===== src/rtl/xor_share_sched_if.sv =====
// Request/grant/result bundle between two requesters and xor_share_sched.
// master = requester side, slave = scheduler side.
interface xor_share_sched_if #(
    parameter int unsigned WIDTH = 8
);
    logic             req0;
    logic [WIDTH-1:0] a0;
    logic [WIDTH-1:0] b0;
    logic             req1;
    logic [WIDTH-1:0] a1;
    logic [WIDTH-1:0] b1;
    logic             gnt0;
    logic             gnt1;
    logic             busy;
    logic             done;
    logic             done_id;
    logic [WIDTH-1:0] result;
    logic             parity;

    modport master (
        output req0, a0, b0, req1, a1, b1,
        input  gnt0, gnt1, busy, done, done_id, result, parity
    );

    modport slave (
        input  req0, a0, b0, req1, a1, b1,
        output gnt0, gnt1, busy, done, done_id, result, parity
    );
endinterface


===== src/rtl/xor_share_sched.sv =====
// Round-robin scheduler streaming two requesters' operands LSB-first through one 1-bit XOR cell.
// Optional running-parity cell enabled by defining XOR_SHARE_SCHED_PARITY_EN.
module xor_share_sched #(
    parameter int unsigned WIDTH = 8
) (
    input logic               clk,
    input logic               rst,
    xor_share_sched_if.slave  bus
);
    localparam int unsigned IdxW = $clog2(WIDTH);
    localparam logic [IdxW-1:0] IdxLast = IdxW'(WIDTH - 1);

    typedef enum logic [1:0] {StIdle, StGrant, StRun, StDone} state_e;

    state_e            state_q, state_d;
    logic [IdxW-1:0]   idx_q, idx_d;
    logic              last_q, last_d;
    logic              id_q, id_d;
    logic [WIDTH-1:0]  a_sh_q, a_sh_d;
    logic [WIDTH-1:0]  b_sh_q, b_sh_d;
    logic [WIDTH-1:0]  result_q, result_d;
    logic              done_id_q, done_id_d;
    logic              sel;
    logic              xor_bit;
    logic              gnt0, gnt1, done;

    // The single shared XOR cell.
    assign xor_bit = a_sh_q[0] ^ b_sh_q[0];

    always_comb begin
        state_d   = state_q;
        idx_d     = idx_q;
        last_d    = last_q;
        id_d      = id_q;
        a_sh_d    = a_sh_q;
        b_sh_d    = b_sh_q;
        result_d  = result_q;
        done_id_d = done_id_q;
        sel       = 1'b0;
        gnt0      = 1'b0;
        gnt1      = 1'b0;
        done      = 1'b0;
        unique case (state_q)
            StIdle: begin
                if (bus.req0 || bus.req1) begin
                    sel     = (bus.req0 && bus.req1) ? ~last_q : bus.req1;
                    id_d    = sel;
                    a_sh_d  = sel ? bus.a1 : bus.a0;
                    b_sh_d  = sel ? bus.b1 : bus.b0;
                    state_d = StGrant;
                end
            end
            StGrant: begin
                gnt0    = ~id_q;
                gnt1    = id_q;
                last_d  = id_q;
                idx_d   = '0;
                state_d = StRun;
            end
            StRun: begin
                // Result bits enter the vacated top of the A register, so after WIDTH shifts
                // the A register holds the full result.
                a_sh_d = {xor_bit, a_sh_q[WIDTH-1:1]};
                b_sh_d = b_sh_q >> 1;
                idx_d  = idx_q + 1'b1;
                if (idx_q == IdxLast) begin
                    result_d  = a_sh_d;
                    done_id_d = id_q;
                    state_d   = StDone;
                end
            end
            StDone: begin
                done    = 1'b1;
                state_d = StIdle;
            end
            default: state_d = StIdle;
        endcase
    end

    always_ff @(posedge clk or posedge rst) begin
        if (rst) begin
            state_q   <= StIdle;
            idx_q     <= '0;
            last_q    <= 1'b1;
            id_q      <= 1'b0;
            a_sh_q    <= '0;
            b_sh_q    <= '0;
            result_q  <= '0;
            done_id_q <= 1'b0;
        end else begin
            state_q   <= state_d;
            idx_q     <= idx_d;
            last_q    <= last_d;
            id_q      <= id_d;
            a_sh_q    <= a_sh_d;
            b_sh_q    <= b_sh_d;
            result_q  <= result_d;
            done_id_q <= done_id_d;
        end
    end

`ifdef XOR_SHARE_SCHED_PARITY_EN
    logic par_acc_q, par_acc_d;
    logic parity_q, parity_d;

    always_comb begin
        par_acc_d = par_acc_q;
        parity_d  = parity_q;
        if (state_q == StGrant) begin
            par_acc_d = 1'b0;
        end else if (state_q == StRun) begin
            par_acc_d = par_acc_q ^ xor_bit;
            if (idx_q == IdxLast) begin
                parity_d = par_acc_d;
            end
        end
    end

    always_ff @(posedge clk or posedge rst) begin
        if (rst) begin
            par_acc_q <= 1'b0;
            parity_q  <= 1'b0;
        end else begin
            par_acc_q <= par_acc_d;
            parity_q  <= parity_d;
        end
    end

    assign bus.parity = parity_q;
`else
    assign bus.parity = 1'b0;
`endif

    assign bus.gnt0    = gnt0;
    assign bus.gnt1    = gnt1;
    assign bus.done    = done;
    assign bus.busy    = (state_q != StIdle);
    assign bus.done_id = done_id_q;
    assign bus.result  = result_q;
endmodule


===== src/flat_wrapper.sv =====
// flat-port wrapper written by rule: the top's interface ports become plain ports
module xor_share_sched_flat 
#(
    parameter int unsigned WIDTH = 8
)
  (clk, rst, bus_req0, bus_a0, bus_b0, bus_req1, bus_a1, bus_b1, bus_gnt0, bus_gnt1, bus_busy, bus_done, bus_done_id, bus_result, bus_parity);
  xor_share_sched_if #(.WIDTH(WIDTH)) bus_i ();
  input logic clk;
  input logic rst;
  input wire logic [$bits(bus_i.req0)-1:0] bus_req0;
  input wire logic [$bits(bus_i.a0)-1:0] bus_a0;
  input wire logic [$bits(bus_i.b0)-1:0] bus_b0;
  input wire logic [$bits(bus_i.req1)-1:0] bus_req1;
  input wire logic [$bits(bus_i.a1)-1:0] bus_a1;
  input wire logic [$bits(bus_i.b1)-1:0] bus_b1;
  output wire logic [$bits(bus_i.gnt0)-1:0] bus_gnt0;
  output wire logic [$bits(bus_i.gnt1)-1:0] bus_gnt1;
  output wire logic [$bits(bus_i.busy)-1:0] bus_busy;
  output wire logic [$bits(bus_i.done)-1:0] bus_done;
  output wire logic [$bits(bus_i.done_id)-1:0] bus_done_id;
  output wire logic [$bits(bus_i.result)-1:0] bus_result;
  output wire logic [$bits(bus_i.parity)-1:0] bus_parity;
  assign bus_i.req0 = bus_req0;
  assign bus_i.a0 = bus_a0;
  assign bus_i.b0 = bus_b0;
  assign bus_i.req1 = bus_req1;
  assign bus_i.a1 = bus_a1;
  assign bus_i.b1 = bus_b1;
  assign bus_gnt0 = bus_i.gnt0;
  assign bus_gnt1 = bus_i.gnt1;
  assign bus_busy = bus_i.busy;
  assign bus_done = bus_i.done;
  assign bus_done_id = bus_i.done_id;
  assign bus_result = bus_i.result;
  assign bus_parity = bus_i.parity;
  xor_share_sched #(.WIDTH(WIDTH)) u_core (.clk(clk), .rst(rst), .bus(bus_i));
endmodule

===== config.mk =====
export PLATFORM = sky130hd
export DESIGN_NAME = xor_share_sched_flat
export DESIGN_NICKNAME = d
export VERILOG_FILES = /design/src/rtl/xor_share_sched_if.sv /design/src/rtl/xor_share_sched.sv /design/src/flat_wrapper.sv
export SDC_FILE = /design/constraint.sdc
export NUM_CORES = 1
export LEC_CHECK = 0
export CORE_ASPECT_RATIO = 0.7
export CORE_MARGIN = 4
export CORE_UTILIZATION = 50
export DETAILED_ROUTE_END_ITERATION = 12
export PLACE_DENSITY = 0.94
export SYNTH_ARGS = -nofsm -noshare
export SYNTH_HDL_FRONTEND = slang
export SYNTH_SLANG_ARGS = --single-unit

===== constraint.sdc =====
create_clock -name clk -period 3.1 [get_ports clk]
set_clock_uncertainty 0.1 [all_clocks]
set_input_delay 0.62 -clock clk [delete_from_list [all_inputs] [get_ports clk]]
set_output_delay 0.62 -clock clk [all_outputs]
set_load 0.05 [all_outputs]

# --- Word-level counts from Yosys, hierarchy flattened ---
# Cells that the tools add are included.
word_totals:
  ff_bits: 32
  inputBits: 36
  out_inout_bits: 14
  word_cells: 42
classes:
  add_sub_neg: 1
  eq_ne: 6
  n_mux: 14
  bitwise_logic: 3
  reduce_logical: 10
ops:
  columns: ["operator", "count"]
  rows:
  - ["$mux W8", 4]
  - ["$pmux W8 S2", 2]
  - ["$pmux W2 S4", 1]
  - ["$reduce_and A2 Y1", 4]
  - ["$pmux W3 S2", 1]
  - ["$reduce_bool A2 Y1", 3]
  - ["$eq A2 B2 Y1 const B", 2]
  - ["$mux W1", 4]
  - ["$mux W2", 2]
  - ["$ne A2 B1 Y1 const B", 2]
  - ["$add A3 B1 Y3 const B", 1]
  - ["$eq A3 B3 Y1 const B", 1]
  - ["$eq A2 B1 Y1 const B", 1]
  - ["$logic_not A2 Y1", 1]
  - ["$not A1 Y1", 2]
  - ["$logic_and A1 B1 Y1", 1]
  - ["$logic_or A1 B1 Y1", 1]
  - ["$xor A1 B1 Y1", 1]

# --- Logic depth before layout (Yosys ltp) ---
logic_depth:
  ltp_word: 5
  depth_mapped: 7
  ltp_nobuf: 5

# --- Worst setup path before layout ---
# Ideal clock, no wire load.
synth_timing:
  path_kind: "register to output"
  startpoint: "reg u_core.state_q[1]"
  endpoint: "out bus_gnt0"
  arrival_ns: 1.386
  required_ns: 2.380
  setup_slack_ns: 0.994
  path_stages_with_launch: 4
  n_path_buf: 0
  path_cell_list: "dfrtp_1 inv_1 ha_1 nor2b_1"
synth_via:
  elab_chain_cells: 2
synth_lines:
  columns: ["element", "line", "text"]
  rows:
  - ["start: declaration", "xor_share_sched.sv:15", "state_e state_q, state_d;"]
  - ["start signal: assignment", "xor_share_sched.sv:82", "state_q <= StIdle;"]
  - ["start signal: assignment", "xor_share_sched.sv:91", "state_q <= state_d;"]
  - ["$eq A2 B1 Y1", "xor_share_sched.sv:43", "unique case (state_q)"]
  - ["$mux W1", "xor_share_sched.sv:43", null]
  - ["end: declaration", "flat_wrapper.sv:16", "output wire logic [$bits(bus_i.gnt0)-1:0] bus_gnt0;"]
# Every way passes these cells.

# --- Worst setup path after layout ---
# Same ends and word-level chain as after synthesis.

==> results by group <==
Clock network
  • Depth of the CTS H-tree: 2
  • Clock sinks: 32
  • TritonCTS clock tree: built
  • Post-CTS setup buffer count: 0
  • Hold_buf cts: 0
  • Clock Tree Root: clkbuf_8
  • Clock latency on the worst-skew pair: 290 ps
  • TritonCTS Buffers: 5
  • Reg clk slew, reported paths: 70 ps
  • Post-cts sizing count: 0
  • Max Buffers Root-to-Sink: 2

Timing
  • Final slew viol count: 0
  • RSZ-0062 raised after global routing: false
  • Final Hold Viols: 0
  • Fmax: 369 MHz
  • Worst Max-Slew Pin Slew: 883 ps
  • TNS Setup: 0 ps
  • Period utilization: 87.3%
  • Slew HR: 40.9%
  • Post-layout minimum cycle time: 2710 ps
  • Hold WS: 386 ps
  • Final number of setup-violating endpoints: 0

Global routing
  • Pin count of the biggest net entering global routing: 20
  • GR Util All Layers: 20.5%
  • Vias in the first global route: 1441
  • Grt ovf: 0
  • Initial antenna violation count: 0
  • First-pass GRT wire length: 6840 µm

Setup path
  • Cell Chain, Critical Path: inv_1 -> ha_1 -> nor2b_1 -> clkdlybuf4s50_1
  • Worst Path Buf+Inv: 2
  • CP max FO: 5
  • Delay-heaviest family, CP: buffers and inverters
  • Worst Path Required: 2380 ps
  • CP endpoint kind: output port
  • Largest stage delay, worst path: 800 ps
  • CP startpoint kind: flop
  • Crit path max-delay cell type: clkdlybuf4s50_1
  • Critical path class: flop to output port
  • WP data arrival: 1990 ps

Floorplan
  • Total die area: 4340 µm²
  • Placement row count: 17
  • Die Y: 56.4 µm
  • Die Span X: 77.1 µm
  • Core ar.: 3170 µm²
  • Initial Util: 52.7%
  • Count of boundary I/O pins: 50

Final layout
  • Share of layout cells above drive strength 1: 11.0%
  • Layout area overhead: 36.1%
  • Count of nets after finishing: 243
  • Commonest non-fill, non-tap cell in the layout: clkdlybuf4s50_1
  • Most frequent cells in the layout: 48 x clkdlybuf4s50_1, 31 x dfrtp_1, 20 x o21ai_0, 17 x mux2i_1, 16 x nand3_1
  • ANT cells: 0

Place
  • Routability congestion estimate: 0.771
  • I/O Buffers: 48
  • DP Wirelength: 2990 µm

Min path
  • HP Class: flop to flop

Synthesis
  • Post-synthesis sequential area ratio: 48.0%
  • Syn_area_per_cell: 11.0 µm²
  • Gate Count Post-Synth: 152
  • Yosys cell types: 28
  • Number of flops mapped to enable cells by yosys: 0
  • Synth warn: 0
  • Post-Syn Area: 1670 µm²
  • Synthesized net count: 196
  • Post-synth top flop: dfrtp_1
  • Yosys reg bits: 32
  • Asr flop ratio synth: 100%

Routing
  • DRT iter0 DRCs: 169
  • Detailed-route via count: 1428
  • Total Wirelength: 4160 µm
  • Drt pass-1 iters: 5
  • ANT nets after route: 0
  • DRC: 0
  • Vias/cell: 6.00
  • WL/cell: 17.5 µm

Run status
  • Status: completed

Job
  • Max Cap Viol: 0

Power
  • Static Leakage: 0.986 nW
  • PwrDens: 820 nW/µm²
  • VDD IR-drop max: 0.000388 V
registers in the layout (all words and copies together) (netlist names):
| signal | count |
|---|---|
| u_core.id_q | 1 |
| u_core.idx_q | 3 |
| u_core.bus.done_id | 1 |
| u_core.state_q | 2 |
| u_core.b_sh_q | 8 |
| u_core.last_q | 1 |
| u_core.bus.result | 8 |
| u_core.a_sh_q | 8 |
routing by layer:
layer	vias to the layer above	global-route usage [%]	part of all wire, %
li1	641	-	-
met1	707	23.5	39
met2	64	34.6	50
met3	16	6.89	7.6
met4	0	9.64	3.4
met5	-	0	0
synthesized netlist by cell type, types with 2 or more instances:
cell / number / area (µm²)
dfrtp_1: 31 / 776
o21ai_0: 20 / 100
mux2i_1: 17 / 170
nand3_1: 16 / 80.1
o211ai_1: 15 / 113
mux2_2: 9 / 101
ha_1: 8 / 100
inv_1: 7 / 26.3
clkbuf_1: 4 / 15.0
nand2_1: 4 / 15.0
buf_4: 3 / 22.5
buf_2: 2 / 10.0
cells by family after synthesis:
group | synth area share [%]
and+or+nand+nor | 8.91
DFF | 48.0
other | 0.225
AOI/OAI and AO/OA | 14.8
xor gates and xnor gates | 0.524
adders and majority gates | 5.99
muxes | 16.9
buffers and inverters | 4.64
cell type report:
| type | count | area (µm²) |
|---|---|---|
| Clock inverter | 2 | 35.0 |
| Timing Repair Buffer | 50 | 495 |
| Fill cell | 212 | 896 |
| Sequential cell | 32 | 802 |
| Tap cell | 38 | 47.5 |
| Clock buffer | 6 | 72.6 |
| Inverter | 7 | 26.3 |
| Multi-Input combinational cell | 103 | 795 |
final timing paths:
path / from / to / slack [ps] / cells past startpoint
max: u_core.state_q[1] / bus_gnt0 / 390 / 4
max in group asynchronous: rst / u_core.idx_q[0] / 1620 / 3
min: u_core.idx_q[0] / u_core.idx_q[0] / 390 / 1
max reg2reg: u_core.state_q[0] / u_core.b_sh_q[0] / 780 / 5
min reg2reg: u_core.idx_q[0] / u_core.idx_q[0] / 390 / 1
min in group asynchronous: rst / u_core.a_sh_q[7] / 620 / 2
per-stage QoR:
stage	cells	utilization, %	power (mW)	setup slack [ps]	area (µm²)
floorplan	152	-	1.23	994	1670
global placement	230	68.3	1.40	636	2170
detailed placement	230	68.3	1.47	505	2170
CTS	238	71.7	1.87	373	2270
global route	238	71.7	1.99	298	2270
finish	238	71.7	1.87	393	2270
power breakdown:
part	internal (mW)	switching (mW)	total [mW]
clock network	0.238	0.160	0.398
logic	0.331	0.473	0.804
registers	0.562	0.101	0.663
total	1.13	0.734	1.87
Note: power is estimated with default switching activity, not from simulation.
